**src/rtl/branch_predict_unit.sv**
```systemverilog
// ---------------------------------------------------------------------------
// branch_predict_unit
//   Dynamic branch predictor and mispredict resolver for the 5-stage RISC-V
//   pipeline. It keeps a table of 2-bit saturating counters indexed by
//   pc[IDX_BITS+1:2].
//   - The ID stage gets a zero-latency taken/not-taken prediction.
//   - The EX stage sends the resolved branch back. This block then updates
//     the table, flags a mispredict (flush) and supplies the corrected fetch
//     PC.
//   - It also keeps saturating counts of resolved branches and mispredicts.
//
// Ports
//   clk_i              clock, rising edge
//   rst_i              asynchronous reset, active-low
//   id_branch_i        ID instruction is a conditional branch
//   id_pc_i            PC of the ID instruction
//   predict_o          prediction for the ID branch (1 = taken)
//   ex_branch_i        ID_EX holds a branch
//   ex_predict_i       prediction that was made for the EX branch
//   ex_taken_i         resolved outcome from the EX comparator
//   ex_pc_i            PC of the EX branch
//   ex_pc_plus_four_i  fall-through address of the EX branch
//   ex_branch_addr_i   target address of the EX branch
//   flush_o            mispredict; flushes IF_ID and ID_EX
//   redirect_pc_o      corrected next-fetch PC, meaningful when flush_o=1
//   branch_cnt_o       resolved branches since reset (saturating)
//   mispredict_cnt_o   mispredicts since reset (saturating)
// ---------------------------------------------------------------------------
module branch_predict_unit #(
  parameter int          IDX_BITS   = 4,
  parameter logic [1:0]  INIT_STATE = 2'b11,
  parameter int          CNT_W      = 16
) (
  input  logic             clk_i,
  input  logic             rst_i,
  input  logic             id_branch_i,
  input  logic [31:0]      id_pc_i,
  output logic             predict_o,
  input  logic             ex_branch_i,
  input  logic             ex_predict_i,
  input  logic             ex_taken_i,
  input  logic [31:0]      ex_pc_i,
  input  logic [31:0]      ex_pc_plus_four_i,
  input  logic [31:0]      ex_branch_addr_i,
  output logic             flush_o,
  output logic [31:0]      redirect_pc_o,
  output logic [CNT_W-1:0] branch_cnt_o,
  output logic [CNT_W-1:0] mispredict_cnt_o
);

  localparam int ENTRIES = 1 << IDX_BITS;
  localparam logic [CNT_W-1:0] CNT_ONE = {{(CNT_W-1){1'b0}}, 1'b1};

  logic [1:0]          pht [ENTRIES];
  logic [IDX_BITS-1:0] id_idx;
  logic [IDX_BITS-1:0] ex_idx;
  logic [1:0]          ex_cur;
  logic                mispredict;
  logic [CNT_W-1:0]    branch_cnt;
  logic [CNT_W-1:0]    mispredict_cnt;

  // The PC bits outside the index field are intentionally ignored.
  logic unused_pc_bits;
  assign unused_pc_bits = ^{id_pc_i[31:IDX_BITS+2], id_pc_i[1:0],
                            ex_pc_i[31:IDX_BITS+2], ex_pc_i[1:0]};

  assign id_idx = id_pc_i[IDX_BITS+1:2];
  assign ex_idx = ex_pc_i[IDX_BITS+1:2];
  assign ex_cur = pht[ex_idx];

  // The prediction reads the registered table directly. When ID and EX hit
  // the same entry in one cycle, ID therefore sees the pre-update value.
  assign predict_o = id_branch_i & pht[id_idx][1];

  assign mispredict    = ex_branch_i & (ex_predict_i != ex_taken_i);
  assign flush_o       = mispredict & rst_i;
  assign redirect_pc_o = ex_taken_i ? ex_branch_addr_i : ex_pc_plus_four_i;

  // Saturating counter update. Each branch updates the table only once,
  // because a flushed ID_EX arrives with ex_branch_i low.
  always_ff @(posedge clk_i or negedge rst_i) begin
    if (!rst_i) begin
      for (int i = 0; i < ENTRIES; i++) begin
        pht[i] <= INIT_STATE;
      end
    end else if (ex_branch_i) begin
      if (ex_taken_i && (ex_cur != 2'b11)) begin
        pht[ex_idx] <= ex_cur + 2'b01;
      end else if (!ex_taken_i && (ex_cur != 2'b00)) begin
        pht[ex_idx] <= ex_cur - 2'b01;
      end
    end
  end

  // Statistics counters. Both stop at all-ones instead of wrapping.
  always_ff @(posedge clk_i or negedge rst_i) begin
    if (!rst_i) begin
      branch_cnt     <= '0;
      mispredict_cnt <= '0;
    end else begin
      if (ex_branch_i && (branch_cnt != '1)) begin
        branch_cnt <= branch_cnt + CNT_ONE;
      end
      if (mispredict && (mispredict_cnt != '1)) begin
        mispredict_cnt <= mispredict_cnt + CNT_ONE;
      end
    end
  end

  assign branch_cnt_o     = branch_cnt;
  assign mispredict_cnt_o = mispredict_cnt;

endmodule

```
**config.mk**
```make
export PLATFORM = sky130hd
export DESIGN_NAME = branch_predict_unit
export DESIGN_NICKNAME = d
export VERILOG_FILES = /design/src/rtl/branch_predict_unit.sv
export SDC_FILE = /design/constraint.sdc
export NUM_CORES = 1
export LEC_CHECK = 0
export ABC_AREA = 1
export BUFFER_PORTS_ARGS = -buffer_cell sky130_fd_sc_hd__buf_4
export CAP_MARGIN = 20
export CORE_ASPECT_RATIO = 0.75
export CORE_UTILIZATION = 40
export CTS_BUF_LIST = sky130_fd_sc_hd__clkbuf_8
export DETAILED_ROUTE_END_ITERATION = 8
export GPL_ROUTABILITY_DRIVEN = 0
export GPL_TIMING_DRIVEN = 1
export PLACE_DENSITY = 0.7
export SETUP_SLACK_MARGIN = 0.5
export SYNTH_ARGS = -nofsm -noshare
export SYNTH_HDL_FRONTEND = slang
export SYNTH_SLANG_ARGS = --single-unit
```
**constraint.sdc**
```tcl
create_clock -name clk_i -period 4.8 [get_ports clk_i]
set_input_delay 0.48 -clock clk_i [delete_from_list [all_inputs] [get_ports clk_i]]
set_output_delay 0.48 -clock clk_i [all_outputs]
set_load 0.05 [all_outputs]
```
==> results_dict.tcl, run 1 <==
set metrics [dict create \
    buffer_ports.inserted 143 \
    postSynthCellCount 649 \
    worst_slew_pin_tran_ns 0.922 \
    synth.ff_latch_count 64 \
    numCtsBuffers 9 \
    ctsHoldBuffers 0 \
    synth_cell_type_count 33 \
    placed_cells 911 \
    layout.core_utilization_pct 54.4 \
    route.vias.total 4495 \
    status "finished, final reports clean" \
    max_clock_freq_mhz 323 \
    final-instance-count-excl-fill 927 \
    setup.worst_path.start "ex_pc_i[2]" \
    global_route.overflow_total 0 \
    worstPathMaxFanout 33 \
    arrival_ns 3.36 \
    clock-sinks 64 \
    power.density_cell_area_nw_per_um2 410 \
    category_of_the_critical_setup_timing_path "input port to register" \
    post_synth.cell_area_avg_um2 6.58 \
    antenna_diode_instance_count 0 \
    detailed_place_hpwl_um 9090 \
    via_count_of_the_first_global_routing_pass 4054 \
    design.die.area_um2 11100 \
    die_height_um 91.5 \
    cts_setup_buffers 0 \
    ant_nets 0 \
    remaining_drc_errors 0 \
    setup_total_negative_slack_ns 0 \
    final_common_cell "sky130_fd_sc_hd__nand2_1" \
    ir_drop_mv 0.170 \
    cts.htree.levels 3 \
    p_leak_nw 2.96 \
    timing.max_cap.violations 0 \
    wl_per_cell_um 12.8 \
    cts_resized 0 \
    postRouteWirelength_um 11900 \
    proportion_of_synthesized_chip_area_in_sequential_cells_pct 38.5 \
    synthesis.yosys.warnings 0 \
    clk_pin_slew_ns 0.08 \
    post-place-ws_ns 1.50 \
    ff2ff_path_depth 16 \
    layout-drive-gt1-share_pct 26.0 \
    syn_nets 787 \
    setup_viol_count_final 0 \
    min_path_type "input port to asynchronous set/reset pin" \
    max_slew_margin_pct 38.4 \
    dr.first_iter.drc_count 287 \
    worst_path_setup_slack_after_routing_ns 1.70 \
    starting_utilization_of_the_core_area_pct 41.3 \
    rsz_0062_raised_after_global_routing "false" \
    crit_required_ns 5.06 \
    antenna_found_initial 0 \
    synthesis.area_um2 4270 \
    timing.critical_path.to_type "register" \
    grt_start_max_net_pins 65 \
    cts.path.max_buffers 2 \
    first_pass_drt_iterations 4 \
    rows 32 \
    timing.final.max_slew_violations 0 \
    nNetsFinal 924 \
    finalCriticalPeriod_ns 3.10 \
    global_route.usage.total_pct 22.2 \
    areaGrowthSynthToFinish_pct 31.6 \
    fp.coreArea_um2 10300 \
    timing.critical_path.from_type "input port" \
    timing.final.crit_share_pct 64.6 \
    cts_tree "done" \
    grt_first_pass_wirelength_um 19400 \
    clock_latency_at_the_later_pin_of_the_worst_skew_pair_ns 0.35 \
    final-hold-violation-count 0 \
    finalClockSkew_ns 0.0103 \
    routed_via_density 4.85 \
    cts_root_buffer "sky130_fd_sc_hd__clkbuf_8" \
    layout_common_cells "sky130_fd_sc_hd__nand2_1 (334), sky130_fd_sc_hd__buf_4 (144), sky130_fd_sc_hd__inv_1 (50), sky130_fd_sc_hd__nor2_1 (50), sky130_fd_sc_hd__o21ai_0 (40)" \
    io_pins 200 \
    holdWs_ns 0.347 \
    dieWidth_um 121 \
]
-- cell type report --
class / instances / area [µm²]
multi-input cells: 517 / 2320
well taps: 136 / 170
flip-flops and latches: 64 / 1640
clock inverters: 6 / 75.1
clock buffers: 10 / 138
inverters: 50 / 188
fillers: 984 / 4710
repair buffers: 144 / 1080
-- stage by stage --
step           power (mW)  instance area, µm²
2_1_floorplan        1.51                4270
3_3_place_gp         1.78                5410
3_5_place_dp         1.81                5410
4_1_cts              2.32                5620
5_1_grt              2.45                5620
6_report             2.31                5620
-- cell families after synthesis --
family                   Yosys count  share of synthesized area, %
adder cells (fa/ha/maj)            4                          1.17
XOR/XNOR                          23                          4.90
AND/OR/NAND/NOR                  432                          40.7
flip-flops                        64                          38.5
AO/OA/AOI/OAI                     58                          7.71
buffers and inverters             68                          7.07
-- report_power, final --
| group | internal (mW) | switching [mW] |
|---|---|---|
| Combinational | 0.299 | 0.607 |
| Sequential | 0.757 | 0.130 |
| Clock | 0.300 | 0.212 |
| Total | 1.36 | 0.950 |
-- cells in the mapped netlist --
cell / number / area share, %
sky130_fd_sc_hd__xnor2_1: 11 / 2.3
sky130_fd_sc_hd__inv_1: 48 / 4.2
sky130_fd_sc_hd__dfstp_2: 32 / 20
sky130_fd_sc_hd__a21boi_0: 1 / 0.18
sky130_fd_sc_hd__ha_1: 4 / 1.2
sky130_fd_sc_hd__o211ai_1: 1 / 0.18
sky130_fd_sc_hd__nor2_4: 1 / 0.26
sky130_fd_sc_hd__nand4_1: 6 / 0.88
sky130_fd_sc_hd__buf_12: 1 / 0.47
sky130_fd_sc_hd__buf_6: 2 / 0.53
sky130_fd_sc_hd__xor2_2: 1 / 0.38
sky130_fd_sc_hd__nand2_2: 2 / 0.29
sky130_fd_sc_hd__nand2_4: 1 / 0.26
sky130_fd_sc_hd__nand3_2: 3 / 0.70
sky130_fd_sc_hd__buf_2: 6 / 0.70
sky130_fd_sc_hd__clkbuf_1: 7 / 0.62
sky130_fd_sc_hd__nor3_4: 1 / 0.38
sky130_fd_sc_hd__inv_2: 2 / 0.18
sky130_fd_sc_hd__nor3_2: 1 / 0.23
sky130_fd_sc_hd__a22oi_1: 5 / 0.88
sky130_fd_sc_hd__nor3_1: 6 / 0.70
sky130_fd_sc_hd__o21ai_2: 5 / 1.0
sky130_fd_sc_hd__o21ai_1: 2 / 0.23
sky130_fd_sc_hd__o31ai_1: 1 / 0.18
sky130_fd_sc_hd__a21oi_1: 3 / 0.35
sky130_fd_sc_hd__nor2_1: 50 / 4.4
sky130_fd_sc_hd__xor2_1: 11 / 2.3
sky130_fd_sc_hd__nor2_2: 1 / 0.15
sky130_fd_sc_hd__o21ai_0: 40 / 4.7
sky130_fd_sc_hd__nand3_1: 26 / 3.0
sky130_fd_sc_hd__buf_4: 2 / 0.35
sky130_fd_sc_hd__nand2_1: 334 / 29
sky130_fd_sc_hd__dfrtp_1: 32 / 19
-- path summary, 6_finish.rpt --
kind	slack, ns	end
worst min-delay path	0.35	branch_cnt_o[6]
max in group asynchronous	3.90	mispredict_cnt_o[8]
min in group clk_i	0.48	register
worst max-delay path	1.70	pht[13]
worst max register to register	1.83	pht[13]
worst min register to register	0.48	register
-- per-layer routing --
metal  share of wire (%)  vias up  global-route usage [%]
met2                  46      156                    35.0
met3                 5.2       18                    4.40
met5                   0        -                       0
li1                    -     2290                       -
met1                  46     2031                    29.6
met4                 2.6        0                    9.36
-- worst max-delay path, stage by stage --
cell                      delay, ns
sky130_fd_sc_hd__buf_4         0.17
sky130_fd_sc_hd__inv_2         0.11
sky130_fd_sc_hd__nor2_1        0.50
sky130_fd_sc_hd__a22oi_1       0.19
sky130_fd_sc_hd__nand2_1       0.11
sky130_fd_sc_hd__nand2_1       0.05
sky130_fd_sc_hd__nand2_1       0.08
sky130_fd_sc_hd__inv_1         0.04
sky130_fd_sc_hd__nand2_1       0.07
sky130_fd_sc_hd__ha_1          0.14
sky130_fd_sc_hd__inv_1         0.05
sky130_fd_sc_hd__nand2_2       0.08
sky130_fd_sc_hd__o21ai_0       0.09
sky130_fd_sc_hd__nand2_1       0.69
sky130_fd_sc_hd__nor2_1        0.27
sky130_fd_sc_hd__o21ai_0       0.23
No activity file was read; power rests on OpenSTA's default activity.
==> run 2, diff against run 1 <==
--- a/config.mk
+++ b/config.mk
@@ -14,7 +14,7 @@
 export DETAILED_ROUTE_END_ITERATION = 8
 export GPL_ROUTABILITY_DRIVEN = 0
 export GPL_TIMING_DRIVEN = 1
-export PLACE_DENSITY = 0.7
+export PLACE_DENSITY = 0.73
 export SETUP_SLACK_MARGIN = 0.5
 export SYNTH_ARGS = -nofsm -noshare
 export SYNTH_HDL_FRONTEND = slang
==> constraint.sdc (replaced) <==
create_clock -name clk_i -period 2.6 [get_ports clk_i]
set_input_delay 0.26 -clock clk_i [delete_from_list [all_inputs] [get_ports clk_i]]
set_output_delay 0.26 -clock clk_i [all_outputs]
set_load 0.05 [all_outputs]
==> run 2 against run 1 <==
Against the previous run: sequential share of layout area fell by 1.8 points; hold slack got worse by 0.19 ns; clock-buffer cell count decreased by 1; sequential cell count unchanged; setup slack worse by 1.2 ns; highest routed layer unchanged; cell count increased by 2.5%; global-route usage is 0.62 points higher; non-clock buffer count grew 23; routed wire length increased by 6.1%; clock power up 43%; first-iteration DRC count shrank 17%.
==> results_dict.tcl, run 2 (synthesized netlist as in run 1, its figures left out) <==
set metrics [dict create \
    status "finished, final reports clean" \
    antenna_diode_instance_count 0 \
    path_depth 14 \
    grt_first_pass_wirelength_um 20100 \
    crit_required_ns 2.88 \
    setup_viol_count_final 0 \
    cts_root_buffer "sky130_fd_sc_hd__clkbuf_8" \
    layout-drive-gt1-share_pct 32.7 \
    via_count_of_the_first_global_routing_pass 4225 \
    remaining_drc_errors 0 \
    timing.critical_path.cells "nand2_1, nand2_1, nand2_1, nand2_1, nand2_1, nand2_2, nor2_4, ha_2, o21ai_4, nand2_4, buf_12, nor2_4, nand2_2, o21ai_2" \
    grt_start_max_net_pins 65 \
    post-place-ws_ns 0.104 \
    dieWidth_um 121 \
    ff2ff_path_depth 14 \
    setup_total_negative_slack_ns 0 \
    critical-path-top-cell-by-count "sky130_fd_sc_hd__nand2_1" \
    timing.final.crit_share_pct 79.1 \
    buffer_ports.inserted 143 \
    worstPathMaxFanout 6 \
    finalInstanceArea_um2 6000 \
    timing.critical_path.from_type "register" \
    rows 32 \
    min_path_type "input port to asynchronous set/reset pin" \
    layout_common_cells "sky130_fd_sc_hd__nand2_1 (327), sky130_fd_sc_hd__buf_4 (161), sky130_fd_sc_hd__inv_1 (44)" \
    timing.critical_path.to_type "register" \
    holdWs_ns 0.159 \
    worst_slew_pin_tran_ns 0.799 \
    areaGrowthSynthToFinish_pct 40.5 \
    timing.final.max_slew_violations 0 \
    ant_nets 0 \
    cts.path.max_buffers 2 \
    route.vias.total 4723 \
    first_pass_drt_iterations 5 \
    placed_cells 928 \
    starting_utilization_of_the_core_area_pct 41.3 \
    seq_area_um2 1640 \
    finalCriticalPeriod_ns 2.06 \
    die_height_um 91.5 \
    clock-sinks 64 \
    global_route.usage.total_pct 22.8 \
    cpMaxStageDelayCell "sky130_fd_sc_hd__dfstp_2" \
    nNetsFinal 947 \
    timing.critical_path.to "pht[19]" \
    rr_endpoint "pht[19]" \
    setup.reg_to_reg.worst_slack_ns 0.54 \
    ctsHoldBuffers 0 \
    design.die.area_um2 11100 \
    power.density_cell_area_nw_per_um2 714 \
    io_pins 200 \
    worst_path_dominant_cell_family "simple AND/OR/NAND/NOR gates" \
    postRouteWirelength_um 12600 \
    max_clock_freq_mhz 486 \
    critPathBufInv 1 \
    dpl_cell_area_um2 5550 \
    critical-path-max-stage-delay_ns 0.55 \
    category_of_the_critical_setup_timing_path "register to register" \
    p_leak_nw 3.08 \
    final-hold-violation-count 0 \
    rsz_0062_raised_after_global_routing "true" \
    detailed_place_hpwl_um 9550 \
    cts_tree "done" \
    multi_input_comb_area_um2 2500 \
    clock_latency_at_the_later_pin_of_the_worst_skew_pair_ns 0.34 \
    global_route.overflow_total 0 \
    arrival_ns 2.33 \
    max_slew_margin_pct 46.7 \
    final-instance-count-excl-fill 950 \
    layout.filler_cells 922 \
    antenna_found_initial 0 \
    finalClockSkew_ns 0.00692 \
    dr.first_iter.drc_count 239 \
    wl_per_cell_um 13.3 \
    final_common_cell "sky130_fd_sc_hd__nand2_1" \
    clk_pin_slew_ns 0.07 \
    layout.core_utilization_pct 58.1 \
    ir_drop_mv 0.311 \
    fp.coreArea_um2 10300 \
    worst_path_setup_slack_after_routing_ns 0.543 \
    routed_via_density 4.97 \
    timing.max_cap.violations 0 \
    post-layout-total-power_mw 4.28 \
    numCtsBuffers 9 \
    cts.htree.levels 3 \
]
## run 2: changes by cell type in the layout (fill, tap and decap cells not counted), sizes merged
cell and change:
bufinv -2, buf +21, clkinv +3, clkbuf +1, inv -2, clkinvlp +2
## run 2: worst min path at each step
stage	from	endpoint	slack (ns)	depth (start not counted)
after global placement	register	register	0.47	2
after detailed placement	register	register	0.47	2
final	rst_i	mispredict_cnt_o[0]	0.16	2
after floorplan	rst_i	branch_cnt_o[0]	-0.04	0
after CTS	rst_i	branch_cnt_o[12]	0.19	2
after global routing	rst_i	branch_cnt_o[7]	0.22	2
## run 2: routing by layer
layer | up-vias | wire (µm) | track usage (%)
li1 | 2340 | - | -
met1 | 2171 | 5570 | 30.4
met3 | 18 | 755 | 3.27
met2 | 194 | 6010 | 37.8
met4 | 0 | 261 | 7.72
met5 | - | 0 | 0
## run 2: final cells by class
cell class	instances	share of cell area, %
clock buffer	9	2.07
clock inverter	7	0.647
inverter	50	3.13
multi-input combinational	517	41.7
sequential	64	27.4
tap	136	2.84
timing repair buffer	167	22.2
## run 2: power breakdown
| part | switching (mW) | internal (mW) | total [mW] |
|---|---|---|---|
| registers | 0.248 | 1.40 | 1.65 |
| clock network | 0.398 | 0.335 | 0.733 |
| logic | 1.22 | 0.686 | 1.90 |
## run 2: what timing repair did
item | CTS | global route
gates cloned | 0 | 2
pin swaps | 2 | 11
setup endpoints to repair | 26 | 43
resized for setup | 16 | 56
buffers inserted | 2 | 2
==> run 3, diff against run 2 <==
==> constraint.sdc (replaced) <==
create_clock -name clk_i -period 1.7 [get_ports clk_i]
set_input_delay 0.17 -clock clk_i [delete_from_list [all_inputs] [get_ports clk_i]]
set_output_delay 0.17 -clock clk_i [all_outputs]
set_load 0.05 [all_outputs]
==> run 3 against run 2 <==
Against the previous run: power increased by 86%; sequential cell count unchanged; die area unchanged; cell count increased by 5.3%; sequential power increased by 61%; hold slack improved by 0.14 ns; utilization increased by 13 points; the run now ends with negative setup slack left; largest power group unchanged; fmax increased by 2.6%; setup slack got worse by 0.85 ns; routed wire length increased by 25%.
==> results_dict.tcl, run 3 (synthesized netlist as in run 1, its figures left out) <==
set metrics [dict create \
    finalCriticalPeriod_ns 2.01 \
    global_route.usage.total_pct 27.4 \
    ir_drop_mv 1.00 \
    rsz_0062_raised_after_global_routing "true" \
    violations_in_the_final_reports "negative setup slack" \
    timing.critical_path.to_type "register" \
    cpMaxStageDelayCell "sky130_fd_sc_hd__dfstp_2" \
    buffer_ports.inserted 143 \
    cts_tree "done" \
    design.die.area_um2 11100 \
    layout-drive-gt1-share_pct 52.4 \
    min_path_type "input port to register" \
    setup_total_negative_slack_ns -8.56 \
    postRouteWirelength_um 15700 \
    die_height_um 91.5 \
    worstPathMaxFanout 8 \
    worst_path_setup_slack_after_routing_ns -0.306 \
    io_pins 200 \
    setup.reg_to_reg.worst_slack_ns -0.31 \
    grt_first_pass_wirelength_um 23500 \
    antenna_found_initial 0 \
    max_slew_margin_pct 75.2 \
    layout_common_cells "sky130_fd_sc_hd__nand2_1 (248), sky130_fd_sc_hd__buf_4 (157), sky130_fd_sc_hd__nand2_2 (63)" \
    crit_required_ns 1.99 \
    power.density_cell_area_nw_per_um2 1090 \
    layout.core_utilization_pct 71.0 \
    worst_slew_pin_tran_ns 0.371 \
    areaGrowthSynthToFinish_pct 71.8 \
    nNetsFinal 997 \
    p_leak_nw 3.61 \
    dieWidth_um 121 \
    post-place-ws_ns -0.460 \
    timing.final.crit_share_pct 118 \
    critical-path-top-cell-by-count "sky130_fd_sc_hd__nand2_1" \
    grt_start_max_net_pins 65 \
    final-instance-count-excl-fill 1000 \
    status "finished with violations" \
    timing.max_cap.violations 0 \
    timing.final.max_slew_violations 0 \
    clock_latency_at_the_later_pin_of_the_worst_skew_pair_ns 0.36 \
    timing.critical_path.from_type "register" \
    starting_utilization_of_the_core_area_pct 41.3 \
    final_common_cell "sky130_fd_sc_hd__nand2_1" \
    setup_viol_count_final 33 \
    antenna_diode_instance_count 0 \
    critPathBufInv 4 \
    remaining_drc_errors 0 \
    cts_root_buffer "sky130_fd_sc_hd__clkbuf_8" \
    route.vias.total 5150 \
    clock-sinks 64 \
    category_of_the_critical_setup_timing_path "register to register" \
    ant_nets 0 \
    final-hold-violation-count 0 \
    first_pass_drt_iterations 5 \
    arrival_ns 2.29 \
    timing.critical_path.cells "nand2_1, nand2_1, nand2_1, nand2_1, nand2_1, nand2_2, nor2_4, inv_4, ha_4, inv_2, nand2_4, buf_6, xor2_4, clkbuf_16, nand2_1, o21ai_1" \
    rows 32 \
    dr.first_iter.drc_count 310 \
    max_clock_freq_mhz 498 \
    placed_cells 945 \
    cts.htree.levels 3 \
    cts.path.max_buffers 2 \
    detailed_place_hpwl_um 10300 \
    wl_per_cell_um 15.7 \
    critical-path-max-stage-delay_ns 0.56 \
    hold_path_startpoint "ex_pc_i[4]" \
    numCtsBuffers 9 \
    finalClockSkew_ns 0.00755 \
    global_route.overflow_total 0 \
    routed_via_density 5.15 \
    worst_path_dominant_cell_family "flip-flops" \
    via_count_of_the_first_global_routing_pass 4763 \
    fp.coreArea_um2 10300 \
    holdWs_ns 0.294 \
    clk_pin_slew_ns 0.08 \
]
run 3: changes by cell type in the layout (fill, tap and decap cells not counted), moves of 23 or more:
cell | before | now
sky130_fd_sc_hd__nand2_1 | 327 | 248
sky130_fd_sc_hd__nand2_2 | 7 | 63
sky130_fd_sc_hd__dfrtp_1 | 32 | 4
sky130_fd_sc_hd__nand2_4 | 3 | 26
sky130_fd_sc_hd__dfrtp_2 | 0 | 28
sky130_fd_sc_hd__buf_6 | 0 | 26
run 3: worst paths after layout:
check,endpoint,cells after the start
max in group asynchronous,asynchronous set/reset pin,3
min in group asynchronous,mispredict_cnt_o[8],3
hold reg to reg,register,2
hold / removal,register,5
setup reg to reg,pht[19],16
setup / recovery,pht[19],16
run 3: final cells by class:
cell class	instances	area, µm²
clock inverters	7	71.3
inverters	50	208
multi-input cells	518	3040
repair inverters	1	6.26
repair buffers	215	2030
well taps	136	170
flip-flops and latches	64	1680
fillers	721	3000
clock buffers	9	124
run 3: layer usage:
metal | track usage (%) | part of all wire (%) | up-vias
met1 | 37.5 | 43 | 2476
met5 | 0 | 0 | -
met2 | 43.3 | 49 | 202
met4 | 6.38 | 1.4 | 0
li1 | - | - | 2444
met3 | 6.97 | 6.6 | 28
run 3: what timing repair did:
item | in CTS | in global routing
setup buffers | 20 | 12
resized for setup | 120 | 122
setup endpoints to repair | 111 | 112
gates cloned | 4 | 2
pin swaps | 25 | 29
hold endpoints to repair | 32 | 0
hold buffers | 1 | 0
run 3: power by group:
group / internal (mW) / switching (mW) / leakage, nW
Clock: 0.676 / 0.660 / 0.0916
Sequential: 2.17 / 0.485 / 0.719
Combinational: 1.71 / 2.28 / 2.80
run 3: tightest hold or removal path, cell delays in order:
cell	delay, ns
sky130_fd_sc_hd__buf_4	0.12
sky130_fd_sc_hd__nand2_1	0.09
sky130_fd_sc_hd__buf_4	0.12
sky130_fd_sc_hd__o31ai_2	0.06
sky130_fd_sc_hd__nand2_2	0.06
run 3: per-stage QoR:
stage,total power [mW],area [µm²]
detailed placement,5.59,5980
global placement,5.52,5980
finish,7.98,7330
floorplan,4.50,4550
CTS,7.45,6790
global route,8.38,7330
